**src/rtl/instr_fetch_if.sv**
```systemverilog
// instr_fetch_if: instruction-memory, redirect and fetch-output signals of the fetch stage
interface instr_fetch_if #(parameter int IMEM_AW = 10);
  logic               imem_req;
  logic [IMEM_AW-1:0] imem_addr;
  logic [31:0]        imem_rdata;
  logic               imem_rvalid;
  logic               redirect_valid;
  logic [31:0]        redirect_pc;
  logic [31:0]        instr;
  logic [31:0]        instr_pc;
  logic               instr_valid;
  logic               instr_ready;
  modport master (
    output imem_req, imem_addr, instr, instr_pc, instr_valid,
    input  imem_rdata, imem_rvalid, redirect_valid, redirect_pc, instr_ready
  );
  modport slave (
    input  imem_req, imem_addr, instr, instr_pc, instr_valid,
    output imem_rdata, imem_rvalid, redirect_valid, redirect_pc, instr_ready
  );
endinterface

```
**src/rtl/instr_fetch.sv**
```systemverilog
// instr_fetch: single-outstanding instruction fetcher with 2-entry output buffer and redirect flush
module instr_fetch #(
  parameter logic [31:0] RESET_PC = 32'h0,
  parameter int          IMEM_AW  = 10
) (
  input logic          clk,
  input logic          rst_n,
  instr_fetch_if.master bus
);
  typedef enum logic [1:0] {FETCH, WAIT, DROP} state_t;
  state_t      state, state_nxt;
  logic [31:0] pc;
  logic [1:0]  count;
  logic        rd, wr;
  logic [31:0] buf_instr [2];
  logic [31:0] buf_pc [2];
  logic        req, push, pop;
  always_ff @(posedge clk or negedge rst_n)
    if (!rst_n) state <= FETCH;
    else        state <= state_nxt;
  // a response (stale or not) always closes the outstanding request
  always_comb begin
    state_nxt = state == FETCH ? (req ? WAIT : FETCH) :
                bus.imem_rvalid ? FETCH :
                bus.redirect_valid ? DROP : state;
  end
  always_comb begin
    req  = rst_n && state == FETCH && count < 2'd2 && !bus.redirect_valid;
    push = state == WAIT && bus.imem_rvalid && !bus.redirect_valid;
    pop  = bus.instr_valid && bus.instr_ready;
  end
  assign bus.imem_req    = req;
  assign bus.imem_addr   = pc[IMEM_AW-1:0];
  assign bus.instr       = buf_instr[rd];
  assign bus.instr_pc    = buf_pc[rd];
  assign bus.instr_valid = count != 2'd0;
  always_ff @(posedge clk or negedge rst_n)
    if (!rst_n) begin
      pc    <= RESET_PC;
      count <= 2'd0;
      rd    <= 1'b0;
      wr    <= 1'b0;
      for (int i = 0; i < 2; i++) begin
        buf_instr[i] <= 32'h0;
        buf_pc[i]    <= 32'h0;
      end
    end else begin
      if (push) begin
        buf_instr[wr] <= bus.imem_rdata;
        buf_pc[wr]    <= pc;
      end
      pc    <= bus.redirect_valid ? bus.redirect_pc : push ? pc + 32'd1 : pc;
      count <= bus.redirect_valid ? 2'd0 : count + 2'(push) - 2'(pop);
      rd    <= bus.redirect_valid ? 1'b0 : rd ^ pop;
      wr    <= bus.redirect_valid ? 1'b0 : wr ^ push;
    end
endmodule

```
**src/flat_wrapper.sv**
```systemverilog
// flat-port wrapper written by rule: the top's interface ports become plain ports
module instr_fetch_flat 
#(
  parameter logic [31:0] RESET_PC = 32'h0,
  parameter int          IMEM_AW  = 10
)
  (clk, rst_n, bus_imem_req, bus_imem_addr, bus_instr, bus_instr_pc, bus_instr_valid, bus_imem_rdata, bus_imem_rvalid, bus_redirect_valid, bus_redirect_pc, bus_instr_ready);
  instr_fetch_if #(.IMEM_AW(IMEM_AW)) bus_i ();
  input logic clk;
  input logic rst_n;
  output wire logic [$bits(bus_i.imem_req)-1:0] bus_imem_req;
  output wire logic [$bits(bus_i.imem_addr)-1:0] bus_imem_addr;
  output wire logic [$bits(bus_i.instr)-1:0] bus_instr;
  output wire logic [$bits(bus_i.instr_pc)-1:0] bus_instr_pc;
  output wire logic [$bits(bus_i.instr_valid)-1:0] bus_instr_valid;
  input wire logic [$bits(bus_i.imem_rdata)-1:0] bus_imem_rdata;
  input wire logic [$bits(bus_i.imem_rvalid)-1:0] bus_imem_rvalid;
  input wire logic [$bits(bus_i.redirect_valid)-1:0] bus_redirect_valid;
  input wire logic [$bits(bus_i.redirect_pc)-1:0] bus_redirect_pc;
  input wire logic [$bits(bus_i.instr_ready)-1:0] bus_instr_ready;
  assign bus_imem_req = bus_i.imem_req;
  assign bus_imem_addr = bus_i.imem_addr;
  assign bus_instr = bus_i.instr;
  assign bus_instr_pc = bus_i.instr_pc;
  assign bus_instr_valid = bus_i.instr_valid;
  assign bus_i.imem_rdata = bus_imem_rdata;
  assign bus_i.imem_rvalid = bus_imem_rvalid;
  assign bus_i.redirect_valid = bus_redirect_valid;
  assign bus_i.redirect_pc = bus_redirect_pc;
  assign bus_i.instr_ready = bus_instr_ready;
  instr_fetch #(.RESET_PC(RESET_PC), .IMEM_AW(IMEM_AW)) u_core (.clk(clk), .rst_n(rst_n), .bus(bus_i));
endmodule
```
**config.mk**
```make
export PLATFORM = sky130hd
export DESIGN_NAME = instr_fetch_flat
export DESIGN_NICKNAME = d
export VERILOG_FILES = /design/src/rtl/instr_fetch_if.sv /design/src/rtl/instr_fetch.sv /design/src/flat_wrapper.sv
export SDC_FILE = /design/constraint.sdc
export NUM_CORES = 1
export LEC_CHECK = 0
export CORE_MARGIN = 2
export CORE_UTILIZATION = 47
export DETAILED_ROUTE_END_ITERATION = 10
export PLACE_DENSITY = 0.83
export SLEW_MARGIN = 5
export SYNTH_ARGS = -nofsm -noshare
export SYNTH_HDL_FRONTEND = slang
export SYNTH_SLANG_ARGS = --single-unit
```
**constraint.sdc**
```tcl
create_clock -name clk -period 2 [get_ports clk]
set_input_delay 0.4 -clock clk [delete_from_list [all_inputs] [get_ports clk]]
set_output_delay 0.4 -clock clk [all_outputs]
set_load 0.005 [all_outputs]
```
# [Word level (Yosys, flattened, before mapping)]
# Cells that the tools add are included.
[word_totals] wordCells=52 inputBits=69 ff_bits=166 output_inout_bits=76
[op_classes] n_bitwise=4 reduce_logical=12 addsub=3 n_lt_le_gt_ge=4 muxes=19 n_eq_ne=1
[op_table] cell="$mux 32" n=9
[op_table] cell="$bwmux 64" n=2
[op_table] cell="$add 32x1->32 const B" n=1
[op_table] cell="$demux 32 s1" n=1
[op_table] cell="$mux 2" n=4
[op_table] cell="$logic_and 1x1->1" n=7
[op_table] cell="$ge 2x2->1 const B" n=2
[op_table] cell="$not 1->2" n=2
[op_table] cell="$reduce_bool 2->1" n=2
[op_table] cell="$mux 1" n=3
[op_table] cell="$reduce_bool 3->1" n=1
[op_table] cell="$add 2x1->2" n=1
[op_table] cell="$eq 2x1->1 const B" n=1
[op_table] cell="$logic_not 2->1" n=1
[op_table] cell="$lt 2x1->1 const B" n=1
[op_table] cell="$lt 2x2->1 const B" n=1
[op_table] cell="$sub 2x1->2" n=1
[op_table] cell="$xor 1x1->1" n=2
[op_table] cell="$logic_not 1->1" n=1

# [Depth between registers and ports, before layout]
[logic_depth] word_depth=6 ltp_mapped=8 depth_no_buf=8

# [Worst setup path before layout]
# Ideal clock, no wire load.
[synth_timing] kind="input to register" from="input port bus_redirect_valid" to="register u_core.buf_instr[0] (netlist name)" setup_time_ns=0.125 path_stages=7 setup_slack_ns=-0.267 n_path_buf=4 arrival_time_ns=2.142 required_time_ns=1.875 path_cell_list="clkbuf_1 -> clkbuf_1 -> nor2_1 -> ha_1 -> clkbuf_1 -> clkbuf_1 -> mux2_2"
[synth_between] elab_chain_cells=2
[synth_lines] element="from (decl)" line="flat_wrapper.sv:18" source="input wire logic [$bits(bus_i.redirect_valid)-1:0] bus_redirect_valid;"
[synth_lines] element="$logic_not 1->1" line="instr_fetch.sv:29" source="push = state == WAIT && bus.imem_rvalid && !bus.redirect_valid;"
[synth_lines] element="$logic_and 1x1->1" line="instr_fetch.sv:29"
[synth_lines] element="to (signal, indexed assignment)" line="instr_fetch.sv:49" source="buf_instr[wr] <= bus.imem_rdata;"
[synth_lines] element="to (decl)" line="instr_fetch.sv:15" source="logic [31:0] buf_instr [2];"
# No other way between the ends.
# A chain may end at the register's enable or synchronous reset.

# [Final worst setup path]
[layout_timing] from="register u_core.rd" to="output port bus_instr_pc[14]"
[layout_between] elab_chain_cells=4
[layout_lines] element="from (decl)" line="instr_fetch.sv:14" source="logic rd, wr;"
[layout_lines] element="from (signal assigned)" line="instr_fetch.sv:54" source="rd <= bus.redirect_valid ? 1'b0 : rd ^ pop;"
[layout_lines] element="$not 1->2 (not written as such)" line="instr_fetch.sv:35" source="assign bus.instr_pc = buf_pc[rd];"
[layout_lines] element="$mux 32 (not written as such) (3 in a row)" line="instr_fetch.sv:35"
[layout_lines] element="to (decl)" line="flat_wrapper.sv:14" source="output wire logic [$bits(bus_i.instr_pc)-1:0] bus_instr_pc;"
# No other way between the ends. The select of a mux whose other input is x is not followed.

==> impl_metrics.toml <==
[outcome]
outcome = "complete, but fails checks"
violations = "negative setup slack"

[setup_path]
critPathMaxFanout = 7
critPathMaxStageDelay_ns = 0.43
r2r_end = "u_core.pc[28]"
crit_type = "flop to primary output"
critPathMostFrequentCell = "buf_12"
ff2ff_path_depth = 6
rr_startpoint = "u_core.pc[0]"
r2r_setup_slack_ns = -0.06
timing.critical_path.buf_inv = 5
cp-start-kind = "flop"
cp-end-kind = "primary output"
critPathRequiredTime_ns = 1.60
crit_family = "buffers and inverters"
worstPathArrival_ns = 1.77
crit_start = "u_core.rd"
cp_cell_sequence = "buf_12, buf_12, buf_16, buf_6, mux2_2, buf_2"
worst_path_max_delay_cell = "dfrtp_2"

[timing]
layout_min_cycle_time_ns = 2.166
worst_clock_skew_ns = 0.01148
finalCritPeriodShare_pct = 108.3
max_slew_margin_pct = 41.61
slew_viol_final = 0
tightest_slew_ns = 0.8758
hold_viol_final = 0
fin_setup_tns_ns = -3.702
rsz0062_at_grt = "true"
max_freq_mhz = 461.7
setup_viol = 60
fin_ws_ns = -0.1661

[synthesis]
synth_top_area_cell = "dfrtp_1"
netlist-cell-type-count = 40
yosysSeqAreaShare_pct = 53.75
synth_ff_type = "dfrtp_1"
yosysWarningCount = 0
ys_ff_latch = 166
synth_area_um2 = 7729
syn_avg_cell_area_um2 = 12.84
async_flop_share_pct = 100.0
syn_nets = 676
synth-edff-count = 0
synth_area_leaders = "dfrtp_1, mux2_2, or4_1, clkbuf_1, nand2_1"
synth.top_cell.area_share_pct = 53.75
syn_inst = 602

[detailed_routing]
vias = 5686
wl_per_cell_um = 19.77
dr.pass1.iters = 6
antenna_left = 0
drtIter0Drc = 376
viasPerCell = 5.504
drcViolationCount = 0
wl_mm = 20.42

[finish]
syn_to_final_growth_pct = 40.07
drive_gt1_share_pct = 48.41
fin_cells = 1033
nNetsFinal = 879
design_area_um2 = 10830

[clock_tree]
cts_root_buf = "clkbuf_16"
cts_tree = "yes"
ctsHoldBuffers = 0
clkSinkCount = 166
clock_path_buffers = 2
worst_skew_pair.late_latency_ns = 0.42
clk_pin_slew_ns = 0.06
htreeDepth = 4
cts_buffers = 17

[global_route]
grt_pass1_wl_mm = 31.78
gr-usage-all-layers_pct = 22.94
antenna_found_initial = 1
grt_pass1_vias = 6061
grt_start_max_net_pins = 167
overflow = 0

[pwr]
power-per-cell-area_nw_per_um2 = 1235
ir_drop_uv = 715.1
power_uw = 13370
p_leak_uw = 0.004825

[die]
initial_core_util_pct = 48.30
die_x_um = 132.2
rows = 46
die_height_um = 132.2
core_region_area_um2 = 16000
die_area_um2 = 17490
io_pins = 145

[placed_design]
portBuffers = 144
placed_cells = 960
dpl_cell_area_um2 = 9738
dpl.hpwl_mm = 12.32
gp_congestion = 0.8366

[hold_path]
hp-class = "input pin to async pin"

[flow_run]
maxCapViolations = 0
==> area by class of cell <==
| class | count | area [um2] |
|---|---|---|
| Inverter | 8 | 30.03 |
| Timing Repair Buffer | 226 | 2282 |
| Clock inverter | 10 | 83.83 |
| Clock buffer | 20 | 446.7 |
| Fill cell | 1142 | 5175 |
| Antenna cell | 1 | 2.502 |
| Multi-Input combinational cell | 386 | 3551 |
| Tap cell | 216 | 270.3 |
| Sequential cell | 166 | 4159 |
==> placed cells by master (no fill, tap or decap), types with 3 or more instances in the layout <==
master	synthesis	routed
mux2_2	192	174
dfrtp_1	166	162
clkdlybuf4s50_1	0	75
buf_6	1	46
buf_4	10	43
buf_2	1	30
nand2_1	28	28
nor2_1	26	26
mux2_4	0	18
clkbuf_16	0	17
or4_1	18	15
a31oi_1	16	15
buf_12	0	14
xnor2_1	11	11
o21ai_0	11	11
nand3_1	11	9
o31ai_1	13	9
inv_1	7	7
nand4_1	7	7
or4_4	1	7
clkinv_2	0	6
buf_8	0	6
or3_1	5	4
nor4_1	4	4
nor3_1	5	4
buf_16	0	4
clkbuf_2	0	4
dfrtp_2	0	4
and2_1	3	3
xor2_1	3	3
nand3_2	1	3
o21ai_1	3	3
o211ai_1	3	3
==> flip-flops by register name, indices dropped and copies added, names as in the netlist <==
name	flops
u_core.rd	1
u_core.wr	1
u_core.pc	32
u_core.state	2
u_core.buf_instr	64
u_core.count	2
u_core.buf_pc	64
==> kinds of logic after synthesis <==
kind of cell | after synthesis | share of synthesized area, %
multiplexers | 193 | 28.10
adder cells (fa/ha/maj) | 5 | 0.8095
XOR/XNOR | 14 | 1.587
AO/OA/AOI/OAI | 52 | 4.339
flip-flops | 166 | 53.75
buffers and inverters | 53 | 3.173
AND/OR/NAND/NOR | 119 | 8.240
==> power breakdown <==
part / switching, uW / total, uW / internal, uW
Clock: 1260 / 2980 / 1720
Combinational: 1960 / 5520 / 3560
Sequential: 568 / 4870 / 4300
Total: 3790 / 13400 / 9580
==> metal layers <==
| layer | up-vias | part of all wire [%] | routed length (um) | GRT usage (%) |
|---|---|---|---|---|
| li1 | 2585 | - | - | - |
| met5 | - | 0 | 0 | 0 |
| met3 | 24 | 5.4 | 1096 | 6.036 |
| met2 | 179 | 51 | 10390 | 39.32 |
| met1 | 2898 | 42 | 8638 | 28.83 |
| met4 | 0 | 1.5 | 299 | 6.392 |
==> synthesized netlist by cell type (2+ instances only) <==
library cell  count
a21oi_1           2
a31oi_1          16
and2_1            3
and3_1            2
buf_4            10
clkbuf_1         33
dfrtp_1         166
ha_1              5
inv_1             7
mux2_2          192
nand2_1          28
nand3_1          11
nand4_1           7
nor2_1           26
nor3_1            5
nor4_1            4
o211ai_1          3
o21ai_0          11
o21ai_1           3
o31a_1            2
o31ai_1          13
or2_2             2
or3_1             5
or4_1            18
xnor2_1          11
xor2_1            3
==> worst max-delay path by stage <==
stage                                  end  slack (ns)  cells past startpoint
after global routing      bus_instr_pc[17]       -0.24                      6
final                     bus_instr_pc[14]       -0.17                      6
after global placement       u_core.pc[19]       -0.56                      5
after CTS                     bus_instr[4]       -0.20                      6
after floorplan              u_core.pc[16]       -0.02                      6
after detailed placement     u_core.pc[13]       -0.58                      5
==> what timing repair did <==
item / in CTS / in global routing
pin swaps: 1 / 15
setup buffers: 26 / 15
endpoints found under the setup margin: 83 / 81
gates cloned: 7 / 2
resized for setup: 298 / 65
==> through the flow <==
step	setup WS, ns	util, %	hold slack (ns)
after floorplan	-0.01619	-	0.1044
after global placement	-0.5604	60.86	0.4823
after detailed placement	-0.5797	60.86	0.4900
after CTS	-0.1967	66.38	0.2239
after global routing	-0.2369	67.66	0.2593
final	-0.1661	67.66	0.1769
Power figures use the tool's default switching activity.
==> variant (same settings) <==
`IMEM_AW` is set to 10 in 3 places; all go to 11.
--- a/src/rtl/instr_fetch_if.sv
+++ b/src/rtl/instr_fetch_if.sv
@@ -1,3 +1,3 @@
 // instr_fetch_if: instruction-memory, redirect and fetch-output signals of the fetch stage
-interface instr_fetch_if #(parameter int IMEM_AW = 10);
+interface instr_fetch_if #(parameter int IMEM_AW = 11);
   logic               imem_req;
--- a/src/rtl/instr_fetch.sv
+++ b/src/rtl/instr_fetch.sv
@@ -3,3 +3,3 @@
   parameter logic [31:0] RESET_PC = 32'h0,
-  parameter int          IMEM_AW  = 10
+  parameter int          IMEM_AW  = 11
 ) (
--- a/src/flat_wrapper.sv
+++ b/src/flat_wrapper.sv
@@ -4,3 +4,3 @@
   parameter logic [31:0] RESET_PC = 32'h0,
-  parameter int          IMEM_AW  = 10
+  parameter int          IMEM_AW  = 11
 )
Interface: changed (resized bus_imem_addr); port bits go from 145 to 146. No check against the original RTL was run, so the function may have changed too.
==> variant against the unedited design <==
- the run still ends with setup timing left
- synthesized area about the same
- sequential cell count unchanged
- design area up 1.8%
- via count up 0.62%
- non-clock buffer count down 14
- worst setup slack better by 0.042 ns
- clock skew down 0.0025 ns
- power up 5.1%
- routed wire length up 2.0%
- synthesized cell count up 0.17%
==> variant: results (changes against the unedited design) <==
Run status
  • Status: finished, violations left
  • Failing checks: setup timing

Synthesis
  • Adder-cell share of the synthesized area: 0.00809 (about the same)
  • Mapped Nets: 677 (+0.15%)
  • Register area share after synthesis: 0.537 (about the same)
  • Multiplexer area fraction after synthesis: 0.281 (about the same)
  • Mapped Cells: 603 (+0.17%)
  • Number of enable flip-flop cells after synthesis: 0 (unchanged)
  • Synth Flop Type: dfrtp_1

Setup path
  • CP peak stage delay: 0.62 ns (+0.19 ns)
  • Largest delay share family, worst path: simple AND/OR/NAND/NOR gates
  • Slowest library cell on the worst path: or4_4
  • Worst Path Arrival: 2.47 ns (+0.70 ns)

Global routing
  • First-pass GRT wire length: 32,700 microns (+2.9%)
  • Met2 usage in global routing: 0.409 (+0.0153)
  • GRT Overall Usage: 0.238 (+0.00855)
  • Met1 Use GR: 0.297 (+0.00879)
  • Via count of the first global-routing pass: 6,102 (+0.68%)

Layout
  • Inserted Diodes: 0 (-1)
  • Nets: 865 (-1.6%)
  • Layout cell share with drive strength beyond 1: 0.484 (about the same)
  • Filler cell count: 1,102 (-3.5%)
  • Finished Layout Cells: 1,020 (-1.3%)

STA
  • Worst Skew: 0.00900 ns (-0.00249 ns)
  • Final setup margin: -0.124 ns (+0.0423 ns)
  • Min Hold Slack: 0.155 ns (-0.0219 ns)
  • Setup violators final: 41 (-32%)
  • Max_slew headroom: 0.404 (-0.0126)

Clocking
  • Post-CTS Setup Inserts: 17 (-35%)
  • Post-CTS sizing: 332 (+11%)
  • Clock root buffer: clkbuf_16

Pwr
  • Leak: 4.92 nW (+2.0%)
  • Peak supply drop: 861 uV (+20%)

Drt
  • First-pass DRT Iterations: 5 (-1)
  • WL met2: 10,900 microns (+4.5%)
  • Met1 WL: 8410 microns (-2.6%)
  • Total number of vias: 5,721 (+0.62%)
  • DR top layer: met5
  • DR WL/cell: 20.4 microns (+3.3%)

Placement
  • Dpl cell area: 0.00969 sq mm (-0.49%)
  • RePlAce Congestion: 0.838 (+0.19%)
  • Port Buffers: 145 (+0.69%)
  • Post-Place Setup Slack: -0.559 ns (+0.0208 ns)
==> variant: cell types whose count changed after synthesis, sizes merged <==
cell  before  now
buf       12   13
==> variant: final cells by class <==
| cell class | count | area share |
|---|---|---|
| clock buffers | 20 | 0.0424 |
| clock inverters | 12 | 0.0116 |
| inverters | 8 | 0.00273 |
| multi-input cells | 386 | 0.337 |
| flip-flops and latches | 166 | 0.377 |
| well taps | 216 | 0.0245 |
| repair buffers | 212 | 0.205 |
==> variant: worst register-to-register path, cell delays in order (launching register included) <==
cell and delay, ns:
dfrtp_1 0.37, ha_2 0.20, nand4b_4 0.10, or4_4 0.62, or4_4 0.56, a31oi_4 0.19
==> variant: cells by family after synthesis <==
group           Yosys count
mux                     193
flops                   166
simple gates            119
buf+inv                  54
compound gates           52
xor+xnor                 14
fa+ha+maj                 5
==> variant: power breakdown <==
part           internal, mW  total [mW]  leakage, nW  switching [mW]
sequential             4.30        4.89         2.10           0.585
combinational          3.93        5.90         2.53            1.98
clock                  1.93        3.26        0.296            1.33
